--- config.mk ---
export PLATFORM = sky130hd
export DESIGN_NAME = data_memory_bus
export DESIGN_NICKNAME = d
export VERILOG_FILES = /design/src/rtl/data_memory_bus.sv
export SDC_FILE = /design/constraint.sdc
export NUM_CORES = 2
export LEC_CHECK = 0
export ABC_AREA = 1
export CORE_MARGIN = 2
export CORE_UTILIZATION = 45
export CTS_CLUSTER_DIAMETER = 120
export DETAILED_ROUTE_END_ITERATION = 8
export GPL_ROUTABILITY_DRIVEN = 0
export PLACE_DENSITY = 0.59
export SKIP_LAST_GASP = 1
export SYNTH_ARGS = -nofsm -noshare
export SYNTH_HDL_FRONTEND = slang
export SYNTH_SLANG_ARGS = --single-unit
--- constraint.sdc ---
create_clock -name clk -period 8.9 [get_ports clk]
set_input_delay 0.89 -clock clk [delete_from_list [all_inputs] [get_ports clk]]
set_output_delay 0.89 -clock clk [all_outputs]
set_load 0.02 [all_outputs]
--- src/rtl/data_memory_bus.sv ---
// Handshaked byte-addressed data memory with wait states, sub-word access and
// post-reset fill of every word with INIT_VALUE.
module data_memory_bus #(
    parameter int          DEPTH       = 64,
    parameter int          WAIT_STATES = 1,
    parameter logic [31:0] INIT_VALUE  = 32'h00000001
) (
    input  logic        clk,
    input  logic        rst,
    input  logic        req_valid,
    output logic        req_ready,
    input  logic        req_we,
    input  logic [1:0]  req_size,
    input  logic        req_unsigned,
    input  logic [31:0] req_addr,
    input  logic [31:0] req_wdata,
    output logic        resp_valid,
    output logic [31:0] resp_rdata,
    output logic        resp_err,
    output logic        init_done
);

    // state | meaning
    // INIT  | writing INIT_VALUE to word init_idx, one word per cycle
    // IDLE  | ready for a request
    // BUSY  | wait states counting down; access on the edge where the count is 0
    // RESP  | one-cycle response pulse
    localparam int AW = $clog2(DEPTH);
    localparam int CW = (WAIT_STATES > 0) ? $clog2(WAIT_STATES + 1) : 1;

    typedef enum logic [1:0] {S_INIT, S_IDLE, S_BUSY, S_RESP} state_t;
    state_t state, state_nxt;

    logic [31:0]   mem [DEPTH];
    logic [AW-1:0] init_idx;
    logic [CW-1:0] wait_cnt;
    logic          lat_we;
    logic [1:0]    lat_size;
    logic          lat_uns;
    logic [31:0]   lat_addr;
    logic [31:0]   lat_wdata;

    logic          init_last;
    logic          access;
    logic          acc_err;
    logic [AW-1:0] word_idx;
    logic [1:0]    lane;
    logic [3:0]    be;
    logic [31:0]   wr_data;
    logic [31:0]   rd_word;
    logic [7:0]    ld_byte;
    logic [15:0]   ld_half;
    logic [31:0]   ld_data;

    assign init_last = (init_idx == AW'(DEPTH - 1));
    assign access    = (state == S_BUSY) && (wait_cnt == '0);
    assign word_idx  = lat_addr[AW+1:2];
    assign lane      = lat_addr[1:0];

    always_ff @(posedge clk) begin
        if (rst) state <= S_INIT;
        else     state <= state_nxt;
    end

    always_comb begin
        state_nxt = state;
        case (state)
            S_INIT: if (init_last) state_nxt = S_IDLE;
            S_IDLE: if (req_valid) state_nxt = S_BUSY;
            S_BUSY: if (wait_cnt == '0) state_nxt = S_RESP;
            S_RESP: state_nxt = S_IDLE;
            default: state_nxt = S_INIT;
        endcase
    end

    always_comb begin
        req_ready  = (state == S_IDLE);
        resp_valid = (state == S_RESP);
    end

    always_comb begin
        acc_err = 1'b0;
        case (lat_size)
            2'b00:   acc_err = 1'b0;
            2'b01:   acc_err = lane[0];
            2'b10:   acc_err = (lane != 2'b00);
            default: acc_err = 1'b1;
        endcase
        if (lat_addr[31:2] >= 30'(DEPTH)) acc_err = 1'b1;
    end

    // Store data is replicated across lanes so the byte enables alone pick the target.
    always_comb begin
        be      = 4'b0000;
        wr_data = lat_wdata;
        case (lat_size)
            2'b00: begin
                be      = 4'b0001 << lane;
                wr_data = {4{lat_wdata[7:0]}};
            end
            2'b01: begin
                be      = lane[1] ? 4'b1100 : 4'b0011;
                wr_data = {2{lat_wdata[15:0]}};
            end
            2'b10:   be = 4'b1111;
            default: be = 4'b0000;
        endcase
    end

    always_comb begin
        rd_word = mem[word_idx];
        ld_byte = rd_word[{lane, 3'b000} +: 8];
        ld_half = lane[1] ? rd_word[31:16] : rd_word[15:0];
        case (lat_size)
            2'b00:   ld_data = lat_uns ? {24'b0, ld_byte} : {{24{ld_byte[7]}}, ld_byte};
            2'b01:   ld_data = lat_uns ? {16'b0, ld_half} : {{16{ld_half[15]}}, ld_half};
            default: ld_data = rd_word;
        endcase
    end

    always_ff @(posedge clk) begin
        if (!rst) begin
            if (state == S_INIT) begin
                mem[init_idx] <= INIT_VALUE;
            end else if (access && lat_we && !acc_err) begin
                for (int b = 0; b < 4; b++) begin
                    if (be[b]) mem[word_idx][8*b +: 8] <= wr_data[8*b +: 8];
                end
            end
        end
    end

    always_ff @(posedge clk) begin
        if (rst) begin
            init_idx   <= '0;
            wait_cnt   <= '0;
            init_done  <= 1'b0;
            resp_rdata <= '0;
            resp_err   <= 1'b0;
            lat_we     <= 1'b0;
            lat_size   <= 2'b00;
            lat_uns    <= 1'b0;
            lat_addr   <= '0;
            lat_wdata  <= '0;
        end else begin
            if (state == S_INIT) begin
                init_idx <= init_last ? '0 : init_idx + 1'b1;
                if (init_last) init_done <= 1'b1;
            end
            if (state == S_IDLE && req_valid) begin
                lat_we    <= req_we;
                lat_size  <= req_size;
                lat_uns   <= req_unsigned;
                lat_addr  <= req_addr;
                lat_wdata <= req_wdata;
                wait_cnt  <= CW'(WAIT_STATES);
            end
            if (state == S_BUSY && wait_cnt != '0) wait_cnt <= wait_cnt - 1'b1;
            if (access) begin
                resp_err   <= acc_err;
                resp_rdata <= (lat_we || acc_err) ? 32'h0 : ld_data;
            end
        end
    end

endmodule

==> out/metrics.yaml <==
routing:
  dr.pass1.iters: 6
  drc_errors: 0
  num_vias: 59400
  avgRoutedWirePerCell_um: 27.7
  first_iter_violations: 9211
  postRouteAntennaNets: 0
  routed_via_density: 6.04
  routed_wl_um: 273000
logic_synthesis:
  synth_flop_cell: "edfxtp_1"
  synth_nets: 7296
  ys_seq_elements: 2165
  syn_avg_cell_area_um2: 12.0
  netlist_area_um2: 86700
  async_reset_ff_share_pct: 0
  synth_top_area_share_pct: 70.9
  yosys_warnings: 0
  seq_area_frac_synth_pct: 73.6
  synth_area_leader_cell: "edfxtp_1"
  synth_area_leaders: "edfxtp_1 (71%), o21ai_0 (5.7%), nor2_1 (5.7%)"
  synth_edf_count: 2048
  syn_inst: 7219
  yosysUniqueCellTypes: 38
layout:
  post-route-cell-area_um2: 97300
  drive_above_1_share_pct: 6.98
  regArea_um2: 63900
  nNetsFinal: 7203
  fillers: 16600
  multiInputGateArea_um2: 20800
  syn_to_final_growth_pct: 12.1
critical_path:
  cp_max_fo: 174
  path_common_cell: "nand3_1"
  path_cells: "buf_4, buf_12, nand2_1, nand3_1, nand3_1, nand3_1, nand3_1, nand3_1, nand3_1, nand2_1, inv_1, nand2_1, nand3_1, nand3_1, nand2_1, a21oi_1"
  reg2reg_slack_ns: 3.54
  critPathSlowestCell: "dfxtp_4"
  startpoint_type: "flip-flop"
  arrival_ns: 6.15
  criticalPathCategory: "reg2reg"
  endpoint_kind: "flip-flop"
  worstPathRequired_ns: 9.69
  slowest_delay_ns: 0.93
clock_tree:
  cts_setup_buffers: 0
  cts_tree: "done"
  clockBufferDepth: 3
  ctsHoldBuffers: 0
  cts.sinks: 2165
  cts_buffers: 215
  cts_resized: 0
  htreeDepth: 4
  clkTransAtPathRegs_ns: 0.06
  clk_latency_ns: 0.88
  clockRootBuffer: "clkbuf_16"
die:
  dieArea_um2: 196000
  die_x_um: 443
  initial_core_util_pct: 45.2
  top_level_ports: 107
  fp.coreArea_um2: 192000
  rows: 161
  die_y_um: 443
sta:
  worst_pin_slew_ns: 1.17
  min_period_over_period_pct: 60.2
  clock_skew_ns: 0.0328
  slew_viol_final: 0
  period_needed_ns: 5.36
  hold_viol_final: 0
  timing.final.ws_setup_ns: 3.54
  relSlewSlack_pct: 22.3
  setup_viol: 0
  rsz0062_at_grt: "no"
  tns_ns: 0
  fmax_mhz: 187
worst_hold_path:
  hp-class: "reg2reg"
global_routing:
  antenna_found_initial: 8
  grt_usage_pct: 27.3
  overflow: 0
  grt_max_degree: 196
  grt_pass1_vias: 56900
  grt_first_pass_wirelength_um: 393000
run:
  maxCapViolCount: 0
power:
  ir_drop_mv: 0.215
  power_density_nw_per_um2: 265
  p_leak_uw: 0.0366
placed_design:
  port-buffer-count: 106
  dp_hpwl_um: 169000
  place_ws_ns: 3.78
  dpl-instance-area_um2: 90000
outcome:
  status: "completed"
through the flow:
step                total power, uW  instances  utilization (%)  hold WS, ns
floorplan                     14500       7219                -        0.445
global placement              16400       9435             46.9        0.451
detailed placement            16400       9435             46.9        0.456
CTS                           25700       9835             50.7        0.466
global route                  26500       9836             50.7        0.476
finish                        25700       9841             50.7        0.457
Yosys cell counts, types with 2 or more instances:
cell type / count
and2_1: 5
clkinv_1: 2
dfxtp_1: 117
o21ai_0: 993
nand2_2: 3
nor3_1: 15
a211oi_1: 8
ha_1: 6
nor4_1: 5
nor2_1: 1310
nand3_1: 680
inv_2: 16
nor2_4: 11
xor2_1: 2
nand2_1: 888
o22ai_1: 436
o21ai_2: 5
clkbuf_1: 321
inv_1: 44
nand4_1: 6
o211ai_1: 3
buf_4: 21
buf_1: 69
buf_2: 102
edfxtp_1: 2048
nor2_2: 6
a21oi_1: 65
o221ai_1: 19
and2_0: 4
flip-flops by register name, indices dropped and copies added (netlist names), named ones only:
register	flops
init_idx	6
resp_rdata	32
lat_we	1
wait_cnt	1
resp_err	1
init_done	1
lat_uns	1
lat_size	2
mem	2048
lat_addr	32
lat_wdata	32
state	2
routing by layer:
layer	part of all wire, %	wire (um)	GRT usage (%)
met1	40	109000	37.6
met2	45	122000	41.7
met3	11	28700	6.24
met4	4.6	12700	11.6
met5	0.011	30	0
cells in the final DEF (no fill, tap or decap), types with 31 or more instances in the layout:
| master | count |
|---|---|
| edfxtp_1 | 2048 |
| nor2_1 | 1299 |
| o21ai_0 | 993 |
| nand2_1 | 886 |
| nand3_1 | 680 |
| o22ai_1 | 436 |
| clkbuf_16 | 216 |
| dfxtp_1 | 111 |
| clkdlybuf4s50_1 | 106 |
| buf_4 | 87 |
| a21oi_1 | 64 |
| clkinv_2 | 42 |
| clkinv_1 | 42 |
| inv_1 | 41 |
| clkbuf_1 | 33 |
| bufinv_16 | 31 |
critical path: cells and delay by family, from the launching register on:
family	cells	cell delay (ns)
buffers and inverters	3	1.10
AOI/OAI and AO/OA	1	0.18
and+or+nand+nor	12	2.73
DFF	1	0.93
worst paths after layout:
path                           from  cells past startpoint                           to
max                       flip-flop                     16  resp_rdata[30]$_SDFFE_PP0P_
min          init_done$_SDFFE_PP0P_                      2       init_done$_SDFFE_PP0P_
max reg2reg               flip-flop                     16  resp_rdata[30]$_SDFFE_PP0P_
min reg2reg  init_done$_SDFFE_PP0P_                      2       init_done$_SDFFE_PP0P_
power by group:
group	internal [uW]	total, uW	switching (uW)
Combinational	1230	5030	3790
Sequential	11200	11300	155
Clock	5410	9380	3970
Total	17800	25700	7910
cell families after synthesis:
kind of cell    count (synthesis)  synth area share [%]
fa+ha+maj                       6                0.0865
compound gates               1536                  9.67
flops                        2165                  73.6
xor+xnor                        2                0.0202
buf+inv                       575                  2.73
simple gates                 2935                  13.9
layout make-up:
type | instances | area share [%]
antenna | 6 | 0.0154
clock buffer | 255 | 5.77
clock inverter | 145 | 1.70
inverter | 62 | 0.275
multi-input combinational | 4479 | 21.4
sequential | 2165 | 65.7
tap | 2526 | 3.25
timing repair buffer | 203 | 1.97
No activity file was read; power rests on OpenSTA's default activity.
